`src/rtl/cpu_pkg.sv`:
```
`default_nettype none
// ============================================================================
// Module   : cpu_pkg
// Purpose  : Shared byte-width definitions for the CPU datapath blocks.
// Contents : BYTE_W - width of a datapath byte
//            byte_t - one datapath byte
// Revision : 1.0 - initial release
// ============================================================================
package cpu_pkg;

  localparam int BYTE_W = 8;

  typedef logic [BYTE_W-1:0] byte_t;

endpackage : cpu_pkg
`default_nettype wire

```
`src/rtl/byte_fifo.sv`:
```
`default_nettype none
// ============================================================================
// Module   : byte_fifo
// Purpose  : Small synchronous byte FIFO with an occupancy count. The head
//            entry is read combinationally from registered storage.
// Ports    : clk, rst       - clock, synchronous active-high reset
//            push, din      - write din when not full
//            pop            - drop the head entry when not empty
//            dout           - head entry (last popped head while empty)
//            empty, full    - occupancy flags
//            level          - entry count, 0..DEPTH
// Revision : 1.0 - initial release
// ============================================================================
module byte_fifo
  import cpu_pkg::*;
#(
  parameter int DEPTH = 2,
  parameter int AW    = 1
) (
  input  logic        clk,
  input  logic        rst,
  input  logic        push,
  input  logic        pop,
  input  byte_t       din,
  output byte_t       dout,
  output logic        empty,
  output logic        full,
  output logic [AW:0] level
);

  localparam logic [AW:0] c_full = (AW+1)'(DEPTH);

  byte_t         r_mem [DEPTH];
  byte_t         r_last;
  logic [AW-1:0] r_wptr;
  logic [AW-1:0] r_rptr;
  logic [AW:0]   r_count;

  logic w_push;
  logic w_pop;

  assign empty  = (r_count == '0);
  assign full   = (r_count == c_full);
  assign level  = r_count;
  assign w_push = push & ~full;
  assign w_pop  = pop & ~empty;

  // While empty the storage slot under the read pointer is stale or unused,
  // so the previously popped head is presented instead to keep dout steady.
  assign dout = empty ? r_last : r_mem[r_rptr];

  always_ff @(posedge clk) begin
    if (rst) begin
      r_wptr  <= '0;
      r_rptr  <= '0;
      r_count <= '0;
      r_last  <= '0;
      for (int i = 0; i < DEPTH; i++) begin
        r_mem[i] <= '0;
      end
    end else begin
      if (w_push) begin
        r_mem[r_wptr] <= din;
        r_wptr        <= r_wptr + 1'b1;  // wraps modulo DEPTH (power of 2)
      end
      if (w_pop) begin
        r_last <= r_mem[r_rptr];
        r_rptr <= r_rptr + 1'b1;
      end
      case ({w_push, w_pop})
        2'b10:   r_count <= r_count + 1'b1;
        2'b01:   r_count <= r_count - 1'b1;
        default: r_count <= r_count;
      endcase
    end
  end

endmodule : byte_fifo
`default_nettype wire

```
`src/rtl/byte_demux_1to2.sv`:
```
`default_nettype none
// ============================================================================
// Module   : byte_demux_1to2
// Purpose  : Steers a single byte stream to one of two sinks, chosen per byte
//            by in_sel (0 -> dest 1, 1 -> dest 2). Each sink has its own FIFO
//            so a stalled sink never blocks traffic to the other.
// Ports    : clk, rst                     - clock, synchronous active-high reset
//            in_valid/in_ready/in_data    - producer handshake and byte
//            in_sel                       - destination select
//            outN_valid/outN_ready        - dest-N consumer handshake
//            outN_data                    - dest-N head byte
//            outN_level                   - dest-N occupancy, 0..DEPTH
// Revision : 1.0 - initial release
// ============================================================================
module byte_demux_1to2
  import cpu_pkg::*;
#(
  parameter int DEPTH = 2,
  parameter int AW    = 1
) (
  input  logic        clk,
  input  logic        rst,
  input  logic        in_valid,
  output logic        in_ready,
  input  logic [7:0]  in_data,
  input  logic        in_sel,
  output logic        out1_valid,
  input  logic        out1_ready,
  output logic [7:0]  out1_data,
  output logic [AW:0] out1_level,
  output logic        out2_valid,
  input  logic        out2_ready,
  output logic [7:0]  out2_data,
  output logic [AW:0] out2_level
);

  logic w_empty1, w_full1, w_push1, w_pop1;
  logic w_empty2, w_full2, w_push2, w_pop2;

  // Ready depends only on registered fullness and the select, never on the
  // sink-side ready, so no combinational path crosses the block.
  assign in_ready = in_sel ? ~w_full2 : ~w_full1;

  assign w_push1 = in_valid & in_ready & ~in_sel;
  assign w_push2 = in_valid & in_ready &  in_sel;

  assign out1_valid = ~w_empty1;
  assign out2_valid = ~w_empty2;
  assign w_pop1     = out1_valid & out1_ready;
  assign w_pop2     = out2_valid & out2_ready;

  byte_fifo #(
    .DEPTH (DEPTH),
    .AW    (AW)
  ) u_fifo1 (
    .clk   (clk),
    .rst   (rst),
    .push  (w_push1),
    .pop   (w_pop1),
    .din   (in_data),
    .dout  (out1_data),
    .empty (w_empty1),
    .full  (w_full1),
    .level (out1_level)
  );

  byte_fifo #(
    .DEPTH (DEPTH),
    .AW    (AW)
  ) u_fifo2 (
    .clk   (clk),
    .rst   (rst),
    .push  (w_push2),
    .pop   (w_pop2),
    .din   (in_data),
    .dout  (out2_data),
    .empty (w_empty2),
    .full  (w_full2),
    .level (out2_level)
  );

endmodule : byte_demux_1to2
`default_nettype wire

```
`config.mk`:
```
export PLATFORM = sky130hd
export DESIGN_NAME = byte_demux_1to2
export DESIGN_NICKNAME = d
export VERILOG_FILES = /design/src/rtl/cpu_pkg.sv /design/src/rtl/byte_fifo.sv /design/src/rtl/byte_demux_1to2.sv
export SDC_FILE = /design/constraint.sdc
export NUM_CORES = 1
export LEC_CHECK = 0
export CORE_MARGIN = 5
export CORE_UTILIZATION = 28
export DETAILED_ROUTE_END_ITERATION = 10
export SETUP_SLACK_MARGIN = 0.1
export SYNTH_ARGS = -nofsm -noshare
export SYNTH_HDL_FRONTEND = slang
export SYNTH_SLANG_ARGS = --single-unit
```
`constraint.sdc`:
```
create_clock -name clk -period 4.8 [get_ports clk]
set_input_delay 1.44 -clock clk [delete_from_list [all_inputs] [get_ports clk]]
set_output_delay 1.44 -clock clk [all_outputs]
set_load 0.005 [all_outputs]
```
* After elaboration in Yosys (flattened, before gate mapping) *
Memory sizes are Yosys's and may differ from the RTL's. A register that Yosys moved wholly into a read port is not among the register bits.
Index checks and enable logic that the tools add are counted.

operators by class
  $add $sub $neg = 8
  eq/ne operators = 6
  mux-type cells = 23
  bitwise logic cells = 14
  reductions and logical operators = 6

operator list
  cell                   count
  $mux W8                4
  $mux W1                17
  $reduce_or A8 Y1       2
  $and A1 B1 Y1          9
  $eq A2 B2 Y1 const B   4
  $pmux W2 S2            2
  $not A1 Y1             5
  $add A1 B1 Y1 const B  4
  $add A2 B1 Y2 const B  2
  $eq A2 B1 Y1 const B   2
  $logic_not A2 Y1       2
  $reduce_bool A2 Y1     2
  $sub A2 B1 Y2 const B  2

word-level totals
  register bits = 24
  bits in writable memories = 32
  input bits = 14
  output and inout port bits = 23
  logic and storage cells = 67
  memories kept = 2

memory list
  memory         words  width  rd ports  clocked after memory_dff  wr ports  line             source
  u_fifo1.r_mem  2      8      1         1                         2         byte_fifo.sv:33  byte_t r_mem [DEPTH];
  u_fifo2.r_mem  2      8      1         1                         2         byte_fifo.sv:33

* Depth between registers and ports, before layout *
  depth in word-level cells = 11
  mapped depth = 7
  depth with buffers taken out = 6

* Modules after synthesis *
Synthesis repeated with hierarchy kept, for this count alone.

second synthesis, totals
  cells, all modules = 239
  area total of the unflattened synthesis = 2611.3 um2

modules (own cells, without submodules)
  module           instances  cells an instance  area each (um2)  seq. area each (um2)
  byte_fifo        2          116                1282.5           740.7
  byte_demux_1to2  1          7                  46.3             0.0

* Least setup slack after synthesis *
Ideal clock, no wire load.

  path kind = input to output
  from = in in_sel
  to = out in_ready
  data arrival time = 1624 ps
  data required time = 3360 ps
  path slack = 1736 ps
  stages = 1
  path buffers = 0
  cell sequence = mux2i_1

on the way
  cells in the longest elaborated chain, start to end = 1

ends and longest elaborated chain
  what         line                   source
  from (decl)  byte_demux_1to2.sv:26  input logic in_sel,
  $mux W1      byte_demux_1to2.sv:42  assign in_ready = in_sel ? ~w_full2 : ~w_full1;
  to (decl)    byte_demux_1to2.sv:24  output logic in_ready,

No other way between the ends.

* Final worst setup path *
Ends and elaborated chain as after synthesis.

==> PnR_summary.wiki <==
{| class="wikitable"
! Metric !! Value
|-
| Type of the worst setup path || in2out
|-
| Number of synthesis warnings || 0
|-
| Number of top-level pins || 37
|-
| Hold-fix buffer count after cts || 0
|-
| Cell Area, Synth || roughly 2600 µm²
|-
| Cell taking the most area after synthesis || edfxtp_1
|-
| First-pass GRT wire length || roughly 8200 µm
|-
| Critical path endpoint category || output port
|-
| Largest cells by area after synthesis || edfxtp_1 37%, dfxtp_1 20%, and2_1 7.7%
|-
| Die Y || 106 µm
|-
| Count of flip-flops with a built-in enable after synthesis || 32
|-
| Rel. slew slack || 0.463
|-
| Most common cell after layout, fill and taps aside || nor2_1
|-
| Overall power consumption || 1.78 mW
|-
| Later-pin clock latency in the skew report || 340 ps
|-
| Antenna Nets Post-Route || 0
|-
| Dpl cell area || 3040 µm²
|-
| Clock tree skew after final layout || roughly 14 ps
|-
| Static leakage power || ~1.1 nW
|-
| Layout cell share with drive strength beyond 1 || 0.104
|-
| Number of violations of the max-capacitance limit || 0
|-
| DRC violations left || 0
|-
| Startpoint of the most critical register-to-register path || u_fifo2.level[0]$_SDFFE_PP0P_
|-
| Worst endpoint required time || between 3000 and 4000 ps
|-
| Top library cells by usage in the layout, fill and taps aside || 39 x nor2_1, 36 x clkdlybuf4s50_1, 32 x and2_1, 32 x edfxtp_1, 26 x dfxtp_1
|-
| Cell count of the worst reg-to-reg path || 3
|-
| Post CTS Setup Buffer Count || 0
|-
| Final number of max-transition violations || 0
|-
| Synth unique cells || 32
|-
| Sum of net half-perimeters after detailed placement || roughly 3600 µm
|-
| Post-synth top area share || 0.370
|-
| Setup violation total in the final timing report || 0
|-
| CP max FO || 2
|-
| Longest Clk Path Bufs || 2
|-
| Status || finished, final reports clean
|-
| Vias post-DR || roughly 1.7k
|-
| Clock tree from TritonCTS || built
|-
| Proportion of register bits with asynchronous set or reset after synthesis || 0
|-
| Sequential share of the synthesized area || 0.570
|-
| Actual slew at the worst max-slew pin || around 800 ps
|-
| First drt pass iteration count || 4
|-
| Number of resized instances in the post-cts repair step || 0
|-
| Reg2Reg Capture Point || u_fifo2.r_mem[0][5]$_SDFFCE_PN0P_
|-
| Buffers on Ports || 36
|-
| Final instance area || 3230 µm²
|-
| Number of antenna violations at the first check in global routing || 0
|-
| Die W || between 100 and 150 µm
|-
| Diodes inserted || 0
|-
| Number of global-route vias before repair || 1,733
|-
| Initial standard-cell utilization of the core || 0.284
|-
| Critical path launch point type || input pin
|-
| Min-Delay Endpoint || u_fifo2.r_last[6]$_SDFFE_PP0P_
|-
| Hold Path Class || reg2reg
|-
| Highest ir drop seen on vdd || about 140 µV
|-
| Peak clock frequency supported by timing || 245 MHz
|-
| Largest net degree at the start of global routing || 32
|-
| Overall global routing resource usage || 0.0946
|-
| Post-Synthesis Mean Instance Area || approximately 11 µm²
|-
| Flops & latches, synth || a little under 60
|-
| Violation count after the first detailed-route iteration || 105
|-
| Setup_tns || 0 ps
|-
| Clock-pin transition on the worst setup and hold timing paths || approximately 60 ps
|-
| Min cycle time layout || just over 4000 ps
|-
| Power density normalized to cell area || between 500 and 600 nW/µm²
|-
| GRT Residual Overflow || 0
|-
| Most instantiated flip-flop cell in the synthesis netlist || edfxtp_1
|-
| Slack of the worst reg-to-reg path || around 2800 ps
|-
| RSZ-0062 raised after global routing || no
|-
| # clock sinks || 58
|-
| Number of cells produced by synthesis || ~230
|-
| Share of the clock period used by the worst path after layout || 0.851
|-
| Start point of the worst hold path || u_fifo2.r_last[6]$_SDFFE_PP0P_
|-
| Clock root buffer || clkbuf_8
|-
| Die area || roughly 11,000 µm²
|-
| Maximum level of the CTS H-tree || 3
|-
| Nets in the synthesized netlist || about 240
|-
| Average detailed-routed wire length per instance || ~13 µm
|-
| Area Overhead vs Synth || 24.2%
|-
| Routed wire length || a little over 5000 µm
|-
| Hold Path Stages || 2
|-
| Std-Cell Rows || 35
|-
| Number of failing hold endpoints at the final stage || 0
|-
| Final layout net count || roughly 280
|-
| Core Box Area || 9150 µm²
|-
| CTS buffer count || 9
|-
| Arrival time of data at the critical path endpoint || 2650 ps
|-
| Number of vias per cell after detailed routing || roughly 4.5
|-
| Final weighted congestion of routability-driven global placement || 0.708
|}
[final cells by class]
type	count	area (µm²)
Sequential cell	58	1480
Clock inverter	4	22.5
Timing Repair Buffer	38	375
Clock buffer	12	166
Multi-Input combinational cell	154	1030
Tap cell	111	139
Inverter	2	10.0
Fill cell	892	5930
[synth_stat cells (2+ instances only)]
cell      count
nor4_4        3
dfxtp_1      26
clkbuf_2      2
xnor2_1       4
clkbuf_1      3
buf_4         3
or2_2         3
nand3b_1      2
a211oi_1     16
o21a_1        2
buf_2         4
o21bai_1      2
o21ai_0       2
and2_1       32
xor2_1        2
mux2i_1      17
or3_1         2
ha_1          2
nor2_1       39
a21oi_1      18
edfxtp_1     32
[critical path: stages]
cell and delay, ps:
clkdlybuf4s50_1 490, mux2i_1 190, clkdlybuf4s50_1 530
[registers in the layout, summed over array words and instances, names as in the netlist, named ones only]
signal and count:
u_fifo1.level 2, u_fifo1.r_last 8, u_fifo1.r_mem 16, u_fifo1.r_rptr 1, u_fifo1.r_wptr 1, u_fifo2.level 2, u_fifo2.r_last 8, u_fifo2.r_mem 16
u_fifo2.r_rptr 1, u_fifo2.r_wptr 1
[through the flow]
stage | util | hold WS, ps | setup WS, ps | instances
after CTS | 0.353 | 502 | 712 | 379
final | 0.353 | 499 | 714 | 379
after detailed placement | 0.332 | 493 | 728 | 363
after global routing | 0.353 | 518 | 680 | 379
after floorplan | - | 478 | 1740 | 227
after global placement | 0.332 | 487 | 730 | 363
[report_power, final]
part           total (mW)  switching (mW)  internal, mW
combinational       0.672           0.296         0.376
sequential          0.695          0.0765         0.619
clock               0.417           0.185         0.231
total                1.78           0.558          1.23
[per-layer routing]
metal	vias to the layer above	wire length [µm]	part of all wire	track usage
li1	873	-	-	-
met1	804	2230	0.44	0.106
met2	34	2460	0.49	0.157
met3	13	176	0.035	0.0237
met4	0	174	0.035	0.0638
met5	-	0	0	0
[cell families (layout without fill, tap and decap cells)]
| family | count (synthesis) | count (layout) | share of synthesized area |
|---|---|---|---|
| mux | 17 | 17 | 0.0655 |
| flops | 58 | 58 | 0.570 |
| buf+inv | 15 | 56 | 0.0327 |
| compound gates | 42 | 42 | 0.103 |
| simple gates | 87 | 87 | 0.199 |
| fa+ha+maj | 2 | 2 | 0.00963 |
| xor+xnor | 6 | 6 | 0.0202 |
[worst max path at each step]
stage                 from  cells after the start  endpoint
floorplan           in_sel                      1  in_ready
global placement    in_sel                      3  in_ready
detailed placement  in_sel                      3  in_ready
CTS                 in_sel                      3  in_ready
global route        in_sel                      3  in_ready
finish              in_sel                      3  in_ready
(Power assumes the default switching activity.)
==> edit (config.mk and constraints unchanged) <==
Put a register stage on the output `out2_level`, without a reset. The value now appears one clock later. The other outputs are not delayed to match.
--- a/src/rtl/byte_demux_1to2.sv
+++ b/src/rtl/byte_demux_1to2.sv
@@ -33,6 +33,8 @@
   output logic [7:0]  out2_data,
   output logic [AW:0] out2_level
 );
+
+  logic [AW:0] out2_level_d;
 
   logic w_empty1, w_full1, w_push1, w_pop1;
   logic w_empty2, w_full2, w_push2, w_pop2;
@@ -76,8 +78,12 @@
     .dout  (out2_data),
     .empty (w_empty2),
     .full  (w_full2),
-    .level (out2_level)
+    .level (out2_level_d)
   );
+
+  always_ff @(posedge clk) begin
+      out2_level <= out2_level_d;
+  end
 
 endmodule : byte_demux_1to2
 `default_nettype wire
Formal check against the unedited RTL: not equivalent (Yosys sat finds a counterexample within 4 cycles, from zero or initial values and one cycle with rst high).
==> edit against the unedited design <==
Cell area up 2.8%. Setup slack better by 0.0050 ns. Synthesized cell count is 0.88% higher. Combinational power is 1% higher. Maximum frequency up 0.12%. Synthesized area increased by 1.5%. Count of clock-buffer cells in the layout decreased by 3. Core utilization increased by 0.81 points. Sequential cell count grew 2. First-iteration DRC count down 16%. Routed wire length rose by 2.6%. Sequential power up 3.2%. Register-to-register slack barely moved. Total power is 8.8% higher. Largest cell class unchanged.
==> edit: results (changes against the unedited design) <==
[pwr]
power.leakage_uw = 0.00117  ; +2.5%
combPwrFrac = 0.350  ; -0.027
power_density_mw_per_mm2 = 585  ; +5.8%
power.net_switching_uw = 578  ; +3.5%
ir_worst_vdd_mv = 0.217  ; +60%
pg_seq_uw = 717  ; +3.2%

[clocking]
cts_root_buffer = clkbuf_8

[placed_design]
pre_cts_slack_ns = 0.710  ; -0.0171 ns
hpwl_um = 3610  ; +0.96%
dp.cells = 365  ; +0.55%
gp_congestion = 0.708  ; about the same
placed_area_mm2 = 0.00308  ; +1.3%

[drt]
dr.first_iter.drc_count = 88  ; -16%
wl_um = 5180  ; +2.6%
m1WireLength_um = 2400  ; +7.4%
viasPerCell = 4.55  ; about the same
dr_wl_met3_um = 268  ; +52%
met2_length_um = 2370  ; -3.5%
vias = 1733  ; +0.52%

[global_routing]
grtUsageMet1 = 0.119  ; +0.0128
first_global_vias = 1616  ; -6.8%
grt_first_pass_wirelength_um = 8180  ; -0.26%
grt_use_met2 = 0.139  ; -0.0181
grtUsageMet3 = 0.0277  ; +0.00401
grtUsageTotal = 0.0946  ; about the same

[synth]
yosysSeqAreaShare = 0.577  ; +0.00652
yosys-top-cells-area = edfxtp_1 (36%), dfxtp_1 (21%), and2_1 (7.6%)
synthTopCellsByCount = nor2_1 (39), and2_1 (32), edfxtp_1 (32)
ys_types = 33  ; +3.1%
synth_nets = 245  ; +0.82%
syn-instance-count = 229  ; +0.88%

[timing]
relSlewSlack = 0.454  ; -0.00902
skew_ns = 0.00800  ; -0.00603 ns

[layout]
drive_gt1_frac = 0.107  ; +0.00293
fillCellCount = 906  ; +1.6%
post-route-util = 0.361  ; +0.00812
fin_nets = 281  ; +0.72%

[run_status]
status = finished, final reports clean

[worst_setup_path]
crit_arrival_ns = 2.64  ; about the same

edit: kinds of logic after synthesis:
logic type | synth area share
XOR/XNOR | 0.0199
AND/OR/NAND/NOR | 0.196
AO/OA/AOI/OAI | 0.101
buffers and inverters | 0.0322
multiplexers | 0.0645
flip-flops | 0.577
adder cells (fa/ha/maj) | 0.00948
edit: final cells by class:
cell class | count | area share
Multi-Input combinational cell | 154 | 0.311
Sequential cell | 60 | 0.459
Clock buffer | 9 | 0.0373
Inverter | 2 | 0.00302
Timing Repair Buffer | 38 | 0.113
Tap cell | 111 | 0.0419
Clock inverter | 7 | 0.0347
edit: worst paths after layout:
path	startpoint	slack [ns]	to	depth (start not counted)
worst min register to register	u_fifo2.level[1]	0.41	out2_level[1]	0
worst max-delay path	in_sel	0.72	in_ready	3
worst max register to register	u_fifo2.level[0]	2.78	u_fifo2.r_mem[0][1]	3
worst min-delay path	u_fifo2.level[1]	0.41	out2_level[1]	0
